==> src/rtl/uart_rx.sv <==
// ---------------------------------------------------------------------------
// uart_rx -- oversampling UART receiver (8 data bits, optional parity, 1 stop)
//
// The line is examined only on BaudTick (OVERSAMPLE ticks per bit).
// A start bit is detected on a high-to-low observation in IDLE. It is
// confirmed at mid-bit, and every later bit is sampled one bit period
// after the previous sample.
//
// Handshake: DataValid is a one-Clock strobe with no back-pressure. DataOut,
// ParityError and FramingError change only in the cycle where DataValid is
// high, and they hold their values until the next strobe.
//
// Parameters:
//   OVERSAMPLE   BaudTick pulses per bit period (even, >= 8)
//
// Ports:
//   Clock        system clock, rising edge
//   ResetN       asynchronous active-low reset
//   RxIn         serial line, idle high
//   BaudTick     one-Clock enable at OVERSAMPLE x baud
//   ParityType   00 none, 01 odd, 10 even, 11 none (latched at start bit)
//   DataOut      last received byte (LSB first on the line)
//   DataValid    one-Clock strobe when DataOut/ParityError/FramingError update
//   ParityError  parity mismatch of the strobed frame
//   FramingError stop bit sampled low for the strobed frame
//   Busy         high whenever the FSM is not in IDLE
//   DbgState     current FSM state encoding (IDLE=0, START=1, DATA=2,
//                PARITY=3, STOP=4, WAIT_HIGH=5)
//
// Build option:
//   UART_RX_SYNC2_EN  when defined, RxIn passes through a two-flop
//                     synchronizer (preset high) before any FSM use.
// ---------------------------------------------------------------------------
module uart_rx #(
  parameter int OVERSAMPLE = 16
) (
  input  logic       Clock,
  input  logic       ResetN,
  input  logic       RxIn,
  input  logic       BaudTick,
  input  logic [1:0] ParityType,
  output logic [7:0] DataOut,
  output logic       DataValid,
  output logic       ParityError,
  output logic       FramingError,
  output logic       Busy,
  output logic [2:0] DbgState
);

  typedef enum logic [2:0] {
    IDLE      = 3'd0,
    START     = 3'd1,
    DATA      = 3'd2,
    PARITY    = 3'd3,
    STOP      = 3'd4,
    WAIT_HIGH = 3'd5
  } state_t;

  localparam int CW = $clog2(OVERSAMPLE);
  localparam logic [CW-1:0] MID_TICK  = CW'(OVERSAMPLE / 2 - 1);
  localparam logic [CW-1:0] LAST_TICK = CW'(OVERSAMPLE - 1);

  state_t        state;
  state_t        stateNext;
  logic [CW-1:0] tickCnt;
  logic [2:0]    bitCnt;
  logic [7:0]    shiftReg;
  logic [1:0]    parMode;
  logic          parFlag;
  logic          rxPrev;
  logic          rxS;
  logic          sampleTick;
  logic          parEn;

`ifdef UART_RX_SYNC2_EN
  logic [1:0] rxSync;

  // Preset high so that reset looks like an idle line.
  always_ff @(posedge Clock or negedge ResetN) begin
    if (!ResetN) rxSync <= 2'b11;
    else         rxSync <= {rxSync[0], RxIn};
  end

  assign rxS = rxSync[1];
`else
  assign rxS = RxIn;
`endif

  // START samples at mid-bit. Every later state samples a full bit period
  // after the previous sample.
  always_comb begin
    sampleTick = 1'b0;
    if (BaudTick) begin
      if (state == START)
        sampleTick = (tickCnt == MID_TICK);
      else if (state == DATA || state == PARITY || state == STOP)
        sampleTick = (tickCnt == LAST_TICK);
    end
  end

  assign parEn = (parMode == 2'b01) || (parMode == 2'b10);

  // State register
  always_ff @(posedge Clock or negedge ResetN) begin
    if (!ResetN) state <= IDLE;
    else         state <= stateNext;
  end

  // Next-state logic
  always_comb begin
    stateNext = state;
    case (state)
      IDLE:      if (BaudTick && !rxS && rxPrev) stateNext = START;
      START:     if (sampleTick) stateNext = rxS ? IDLE : DATA;
      DATA:      if (sampleTick && bitCnt == 3'd7) stateNext = parEn ? PARITY : STOP;
      PARITY:    if (sampleTick) stateNext = STOP;
      STOP:      if (sampleTick) stateNext = rxS ? IDLE : WAIT_HIGH;
      WAIT_HIGH: if (BaudTick && rxS) stateNext = IDLE;
      default:   stateNext = IDLE;
    endcase
  end

  // Output logic
  always_comb begin
    Busy     = (state != IDLE);
    DbgState = state;
  end

  // Counters and datapath
  always_ff @(posedge Clock or negedge ResetN) begin
    if (!ResetN) begin
      tickCnt      <= '0;
      bitCnt       <= '0;
      shiftReg     <= '0;
      parMode      <= '0;
      parFlag      <= 1'b0;
      rxPrev       <= 1'b0;  // a high must be seen before the first start
      DataOut      <= '0;
      DataValid    <= 1'b0;
      ParityError  <= 1'b0;
      FramingError <= 1'b0;
    end else begin
      DataValid <= 1'b0;
      if (BaudTick) begin
        rxPrev <= rxS;
        if (sampleTick || state == IDLE || state == WAIT_HIGH)
          tickCnt <= '0;
        else
          tickCnt <= tickCnt + 1'b1;

        case (state)
          IDLE: begin
            if (stateNext == START) begin
              parMode <= ParityType;
              parFlag <= 1'b0;
              bitCnt  <= '0;
            end
          end
          DATA: begin
            if (sampleTick) begin
              shiftReg <= {rxS, shiftReg[7:1]};
              bitCnt   <= bitCnt + 1'b1;
            end
          end
          PARITY: begin
            // Odd requires XOR(data, parity) = 1; even requires 0.
            if (sampleTick)
              parFlag <= (^shiftReg) ^ rxS ^ (parMode == 2'b01);
          end
          STOP: begin
            if (sampleTick) begin
              DataOut      <= shiftReg;
              ParityError  <= parFlag;
              FramingError <= ~rxS;
              DataValid    <= 1'b1;
            end
          end
          default: ;
        endcase
      end
    end
  end

endmodule
==> config.mk <==
export PLATFORM = sky130hd
export DESIGN_NAME = uart_rx
export DESIGN_NICKNAME = d
export VERILOG_FILES = /design/src/rtl/uart_rx.sv
export SDC_FILE = /design/constraint.sdc
export NUM_CORES = 1
export LEC_CHECK = 0
export CELL_PAD_IN_SITES_DETAIL_PLACEMENT = 0
export CELL_PAD_IN_SITES_GLOBAL_PLACEMENT = 1
export CORE_AREA = 4 4 72 61
export CTS_CLUSTER_SIZE = 10
export DETAILED_ROUTE_END_ITERATION = 6
export DIE_AREA = 0 0 76 65
export PLACE_DENSITY = 0.79
export SYNTH_ARGS = -nofsm -noshare
export SYNTH_HDL_FRONTEND = slang
export SYNTH_SLANG_ARGS = --single-unit
==> constraint.sdc <==
create_clock -name Clock -period 2.75 [get_ports Clock]
set_input_delay 0.6875 -clock Clock [delete_from_list [all_inputs] [get_ports Clock]]
set_output_delay 0.6875 -clock Clock [all_outputs]
set_load 0.005 [all_outputs]
==> impl_metrics.env, run 1 <==
export IMPL_maxCapViolations=0
export IMPL_cp_top_family="flip-flops"
export IMPL_initial_core_util=0.4503
export IMPL_cp_end_kind="output pin"
export IMPL_h_tree_depth=2
export IMPL_antenna_found_initial=0
export IMPL_antenna_cells=0
export IMPL_vias=1137
export IMPL_synth_top_area_frac=0.4985
export IMPL_placedInstanceArea_um2=1914
export IMPL_synth_simple_area_share=0.1337
export IMPL_synth_async_reset_ratio=1.000
export IMPL_die_area_um2=4940
export IMPL_timing_rr_start="tickCnt[0]"
export IMPL_place_congestion=0.7721
export IMPL_cp_startpoint="DbgState[2]"
export IMPL_cellPowerDensity_nw_per_um2=670.4
export IMPL_synth_area_leader_cell="dfrtp_1"
export IMPL_synth_xor_area_frac=0.05060
export IMPL_synth_edf_count=0
export IMPL_hold_start="bitCnt[0]"
export IMPL_nFillCells=323
export IMPL_tightest_slew_ns=0.4356
export IMPL_synth_fa_ha_area_frac=0.03021
export IMPL_setup_violations=0
export IMPL_skew_ns=0.003764
export IMPL_path_buf_inv=1
export IMPL_io_pins=21
export IMPL_synth_compound_area_share=0.08384
export IMPL_final_cell_mix="dfrtp_1 (33), clkdlybuf4s50_1 (20), mux2_2 (14)"
export IMPL_leakage_nw=0.9382
export IMPL_tns_ns=0
export IMPL_critPathKind="flop to output pin"
export IMPL_synthMuxAreaShare=0.1707
export IMPL_utilization=0.5439
export IMPL_grt_max_degree=34
export IMPL_stdcell_area_um2=2001
export IMPL_fin_crit_ns=2.335
export IMPL_holdBufCountCts=0
export IMPL_cts_setup_buffers=0
export IMPL_status="complete, no violations"
export IMPL_grt_pass1_vias=1241
export IMPL_grt_usage=0.1467
export IMPL_cp_max_fo=13
export IMPL_synthFlopType="dfrtp_1"
export IMPL_grt_pass1_wl_mm=5.768
export IMPL_nets=173
export IMPL_wl_per_cell_um=16.09
export IMPL_ir_worst_vdd_uv=428.0
export IMPL_slowest_stage="dfrtp_1"
export IMPL_drcViolationCount=0
export IMPL_cts_buffers=5
export IMPL_dr_pass1_iters=6
export IMPL_hp_class="flop to flop"
export IMPL_syn_num_nets=148
export IMPL_fmax_mhz=428.3
export IMPL_die_h_um=65
export IMPL_syn_to_final_growth_pct=20.77
export IMPL_drt_initial_drc_count=62
export IMPL_syn_inst=138
export IMPL_drv_slew=0
export IMPL_required_ns=2.06
export IMPL_ant_nets=0
export IMPL_via_per_inst=5.466
export IMPL_synth_distinct_cells=38
export IMPL_ys_seq_area_frac=0.4985
export IMPL_min_period_over_period=0.8490
export IMPL_cts_tree="yes"
export IMPL_yosysWarnings=0
export IMPL_path_cells="or3_1 > clkdlybuf4s50_1"
export IMPL_gr_total_overflow=0
export IMPL_synthTopCellsByArea="dfrtp_1 (50%), mux2_2 (9.5%), mux2_4 (6.3%)"
export IMPL_path_clk_slew_ns=0.07
export IMPL_rows=20
export IMPL_layout_drive_gt1_share=0.2378
export IMPL_cts_resized_gates=0
export IMPL_port_buffers=20
export IMPL_hold_violations=0
export IMPL_worst_setup_path_start_kind="flop"
export IMPL_clockRootBuffer="clkbuf_8"
export IMPL_ys_ff_latch=33
export IMPL_final_common_cell="dfrtp_1"
export IMPL_rsz0062_at_grt="false"
export IMPL_syn_cell_area_um2=1657
export IMPL_dp_hpwl_mm=2.277
export IMPL_clkLatencyLatePin_ns=0.29
export IMPL_clock_path_buffers=2
export IMPL_relSlewSlack=0.7065
export IMPL_hold_slack_ns=0.4992
export IMPL_die_w_um=76
export IMPL_max_stage_delay_ns=0.50
export IMPL_core_area_um2=3679
export IMPL_synth_top_family_by_area="multiplexers"
export IMPL_cp_arrival_ns=1.65
export IMPL_clkSinkCount=33
export IMPL_syn_area_per_cell_um2=12.00
export IMPL_wirelength_mm=3.347
metal layers:
| metal | vias up | GRT usage | wire length [µm] |
|---|---|---|---|
| li1 | 537 | - | - |
| met1 | 559 | 0.1768 | 1618 |
| met2 | 31 | 0.2254 | 1488 |
| met3 | 10 | 0.06111 | 164 |
| met4 | 0 | 0.07333 | 75 |
| met5 | - | 0 | 0 |
cell type report:
| cell class | count | area (µm²) | share of cell area |
|---|---|---|---|
| clock inverters | 3 | 17.52 | 0.008755 |
| clock buffers | 5 | 68.82 | 0.03440 |
| multi-input cells | 93 | 777.0 | 0.3884 |
| flip-flops and latches | 33 | 825.8 | 0.4128 |
| inverters | 5 | 18.77 | 0.009381 |
| well taps | 44 | 55.05 | 0.02752 |
| repair buffers | 25 | 237.7 | 0.1188 |
path summary, 6_finish.rpt:
kind                       slack, ns    endpoint  depth (start not counted)
setup reg to reg                0.71  DataOut[3]                          4
setup / recovery                0.42        Busy                          2
max in group asynchronous       1.66   bitCnt[2]                          2
hold reg to reg                 0.50   bitCnt[0]                          1
min in group asynchronous       0.80  tickCnt[0]                          2
hold / removal                  0.50   bitCnt[0]                          1
registers in the layout, indices dropped and copies added (netlist names):
signal / flops
DbgState: 3
ParityError: 1
bitCnt: 3
FramingError: 1
DataValid: 1
parFlag: 1
tickCnt: 4
rxPrev: 1
shiftReg: 8
parMode: 2
DataOut: 8
cell usage after synthesis, drive strengths merged, types with 3 or more instances:
| master | instances |
|---|---|
| dfrtp | 33 |
| mux2 | 21 |
| nand2 | 12 |
| o21ai | 9 |
| xnor2 | 6 |
| a21oi | 5 |
| clkbuf | 5 |
| inv | 5 |
| ha | 4 |
| nor2 | 4 |
| nand2b | 3 |
through the flow:
step                std cells  total power [mW]  setup WS [ns]
finish                    208             1.341         0.4154
global route              208             1.427         0.3190
CTS                       208             1.349         0.4044
detailed placement        200            0.9862         0.2285
global placement          200            0.9606         0.2843
floorplan                 138            0.8542         0.8789
cells by family (layout without fill, tap and decap cells):
kind of cell | count (synthesis) | count (layout)
xor+xnor | 8 | 8
fa+ha+maj | 4 | 4
compound gates | 22 | 22
flops | 33 | 33
buf+inv | 12 | 38
mux | 23 | 23
simple gates | 36 | 36
power breakdown:
group | total [mW] | switching [mW] | internal, mW
sequential | 0.622 | 0.0818 | 0.540
clock | 0.360 | 0.186 | 0.174
combinational | 0.359 | 0.182 | 0.177
Power figures use the tool's default switching activity.
==> run 2, diff against run 1 <==
--- a/config.mk
+++ b/config.mk
@@ -7,11 +7,11 @@
 export LEC_CHECK = 0
 export CELL_PAD_IN_SITES_DETAIL_PLACEMENT = 0
 export CELL_PAD_IN_SITES_GLOBAL_PLACEMENT = 1
-export CORE_AREA = 4 4 72 61
+export CORE_AREA = 4 4 74 62
 export CTS_CLUSTER_SIZE = 10
 export DETAILED_ROUTE_END_ITERATION = 6
-export DIE_AREA = 0 0 76 65
-export PLACE_DENSITY = 0.79
+export DIE_AREA = 0 0 78 66
+export PLACE_DENSITY = 0.76
 export SYNTH_ARGS = -nofsm -noshare
 export SYNTH_HDL_FRONTEND = slang
 export SYNTH_SLANG_ARGS = --single-unit
==> constraint.sdc (replaced) <==
create_clock -name Clock -period 2.3 [get_ports Clock]
set_input_delay 0.575 -clock Clock [delete_from_list [all_inputs] [get_ports Clock]]
set_output_delay 0.575 -clock Clock [all_outputs]
set_load 0.005 [all_outputs]
==> impl_metrics.env, run 2 (synthesized netlist as in run 1, its figures left out) <==
export IMPL_status="complete, no violations"
export IMPL_cp_arrival_ns=1.48
export IMPL_io_pins=21
export IMPL_dr_pass1_iters=4
export IMPL_vias=1107
export IMPL_critPathKind="flop to output pin"
export IMPL_stdcell_area_um2=2059
export IMPL_rsz0062_at_grt="false"
export IMPL_syn_to_final_growth_pct=24.32
export IMPL_nFillCells=348
export IMPL_antenna_cells=0
export IMPL_worst_setup_path_start_kind="flop"
export IMPL_leakage_nw=0.9675
export IMPL_maxCapViolations=0
export IMPL_nets=179
export IMPL_die_area_um2=5148
export IMPL_largestRegisters="DataOut x8, shiftReg x8, tickCnt x4"
export IMPL_die_w_um=78
export IMPL_fin_total_pwr_mw=1.617
export IMPL_fin_crit_ns=2.051
export IMPL_hold_slack_ns=0.4992
export IMPL_ant_nets=0
export IMPL_drcViolationCount=0
export IMPL_cts_buffers=5
export IMPL_required_ns=1.73
export IMPL_placedInstanceArea_um2=1973
export IMPL_die_h_um=66
export IMPL_dp_hpwl_mm=2.309
export IMPL_dp_cells=217
export IMPL_skew_ns=0.002995
export IMPL_h_tree_depth=2
export IMPL_core_area_um2=3779
export IMPL_r2r_slack_ns=0.38
export IMPL_initial_core_util=0.4384
export IMPL_rows=20
export IMPL_setup_violations=0
export IMPL_clkLatencyLatePin_ns=0.27
export IMPL_clock_path_buffers=2
export IMPL_layout_drive_gt1_share=0.2544
export IMPL_cp_end_kind="output pin"
export IMPL_path_clk_slew_ns=0.06
export IMPL_hold_violations=0
export IMPL_gr_total_overflow=0
export IMPL_port_buffers=20
export IMPL_clkSinkCount=33
export IMPL_wl_per_cell_um=14.43
export IMPL_antenna_found_initial=0
export IMPL_grt_max_degree=34
export IMPL_fin_cells=224
export IMPL_holdBufCountCts=0
export IMPL_final_cell_mix="dfrtp_1 (33), clkdlybuf4s50_1 (20), mux2_2 (14)"
export IMPL_final_common_cell="dfrtp_1"
export IMPL_cellPowerDensity_nw_per_um2=785.0
export IMPL_drt_initial_drc_count=92
export IMPL_min_period_over_period=0.8918
export IMPL_grt_pass1_vias=1144
export IMPL_hp_class="flop to flop"
export IMPL_place_congestion=0.8015
export IMPL_cts_resized_gates=0
export IMPL_fmax_mhz=487.5
export IMPL_tightest_slew_ns=0.4227
export IMPL_relSlewSlack=0.7182
export IMPL_cts_tree="yes"
export IMPL_wirelength_mm=3.232
export IMPL_via_per_inst=4.942
export IMPL_cp_max_fo=2
export IMPL_cts_setup_buffers=0
export IMPL_ir_worst_vdd_uv=423.8
export IMPL_grt_usage=0.1426
export IMPL_grt_pass1_wl_mm=5.589
export IMPL_clockRootBuffer="clkbuf_8"
export IMPL_drv_slew=0
==> run 2: cell types whose count changed in the layout (fill, tap and decap cells not counted), sizes merged <==
| cell | delta |
|---|---|
| clkbuf | +2 |
| clkinvlp | -1 |
| buf | +6 |
| clkinv | -2 |
==> run 2: final timing paths <==
check                             from    endpoint  cells after the start
min in group asynchronous       ResetN  DataOut[4]                      2
min                          bitCnt[0]   bitCnt[0]                      1
max reg2reg                 tickCnt[0]  DataOut[0]                      4
max in group asynchronous       ResetN   bitCnt[2]                      2
max                        DbgState[2]        Busy                      2
min reg2reg                  bitCnt[0]   bitCnt[0]                      1
==> run 2: worst max-delay path: stages, from the launching register on <==
cell and delay (ns):
dfrtp_1 0.39, or3_1 0.37, clkdlybuf4s50_1 0.45
==> run 2: per-layer routing <==
layer	track usage	wire, µm	up-vias
li1	-	-	552
met1	0.1981	1685	532
met2	0.2062	1384	19
met3	0.04768	135	4
met4	0.05240	27	0
met5	0	0	-
==> run 2: report_power, final <==
part           internal, mW  leakage, nW  switching (mW)
combinational         0.237        0.481           0.238
clock                 0.237       0.0443           0.191
sequential            0.647        0.442          0.0665
==> run 2: stage by stage <==
| stage | utilization | worst slack [ns] | setup TNS [ns] |
|---|---|---|---|
| finish | 0.5450 | 0.2488 | 0 |
| global route | 0.5450 | 0.1818 | 0 |
| CTS | 0.5450 | 0.2237 | 0 |
| detailed placement | 0.5222 | -0.02622 | -0.1189 |
| global placement | 0.5222 | 0.005637 | 0 |
| floorplan | - | 0.4289 | 0 |
==> run 2: cell type report <==
class	instances	area (µm²)	share of cell area
inverters	5	18.77	0.009113
multi-input cells	93	777.0	0.3773
flip-flops and latches	33	825.8	0.4010
repair buffers	31	282.8	0.1373
clock buffers	7	86.33	0.04192
well taps	55	68.82	0.03341
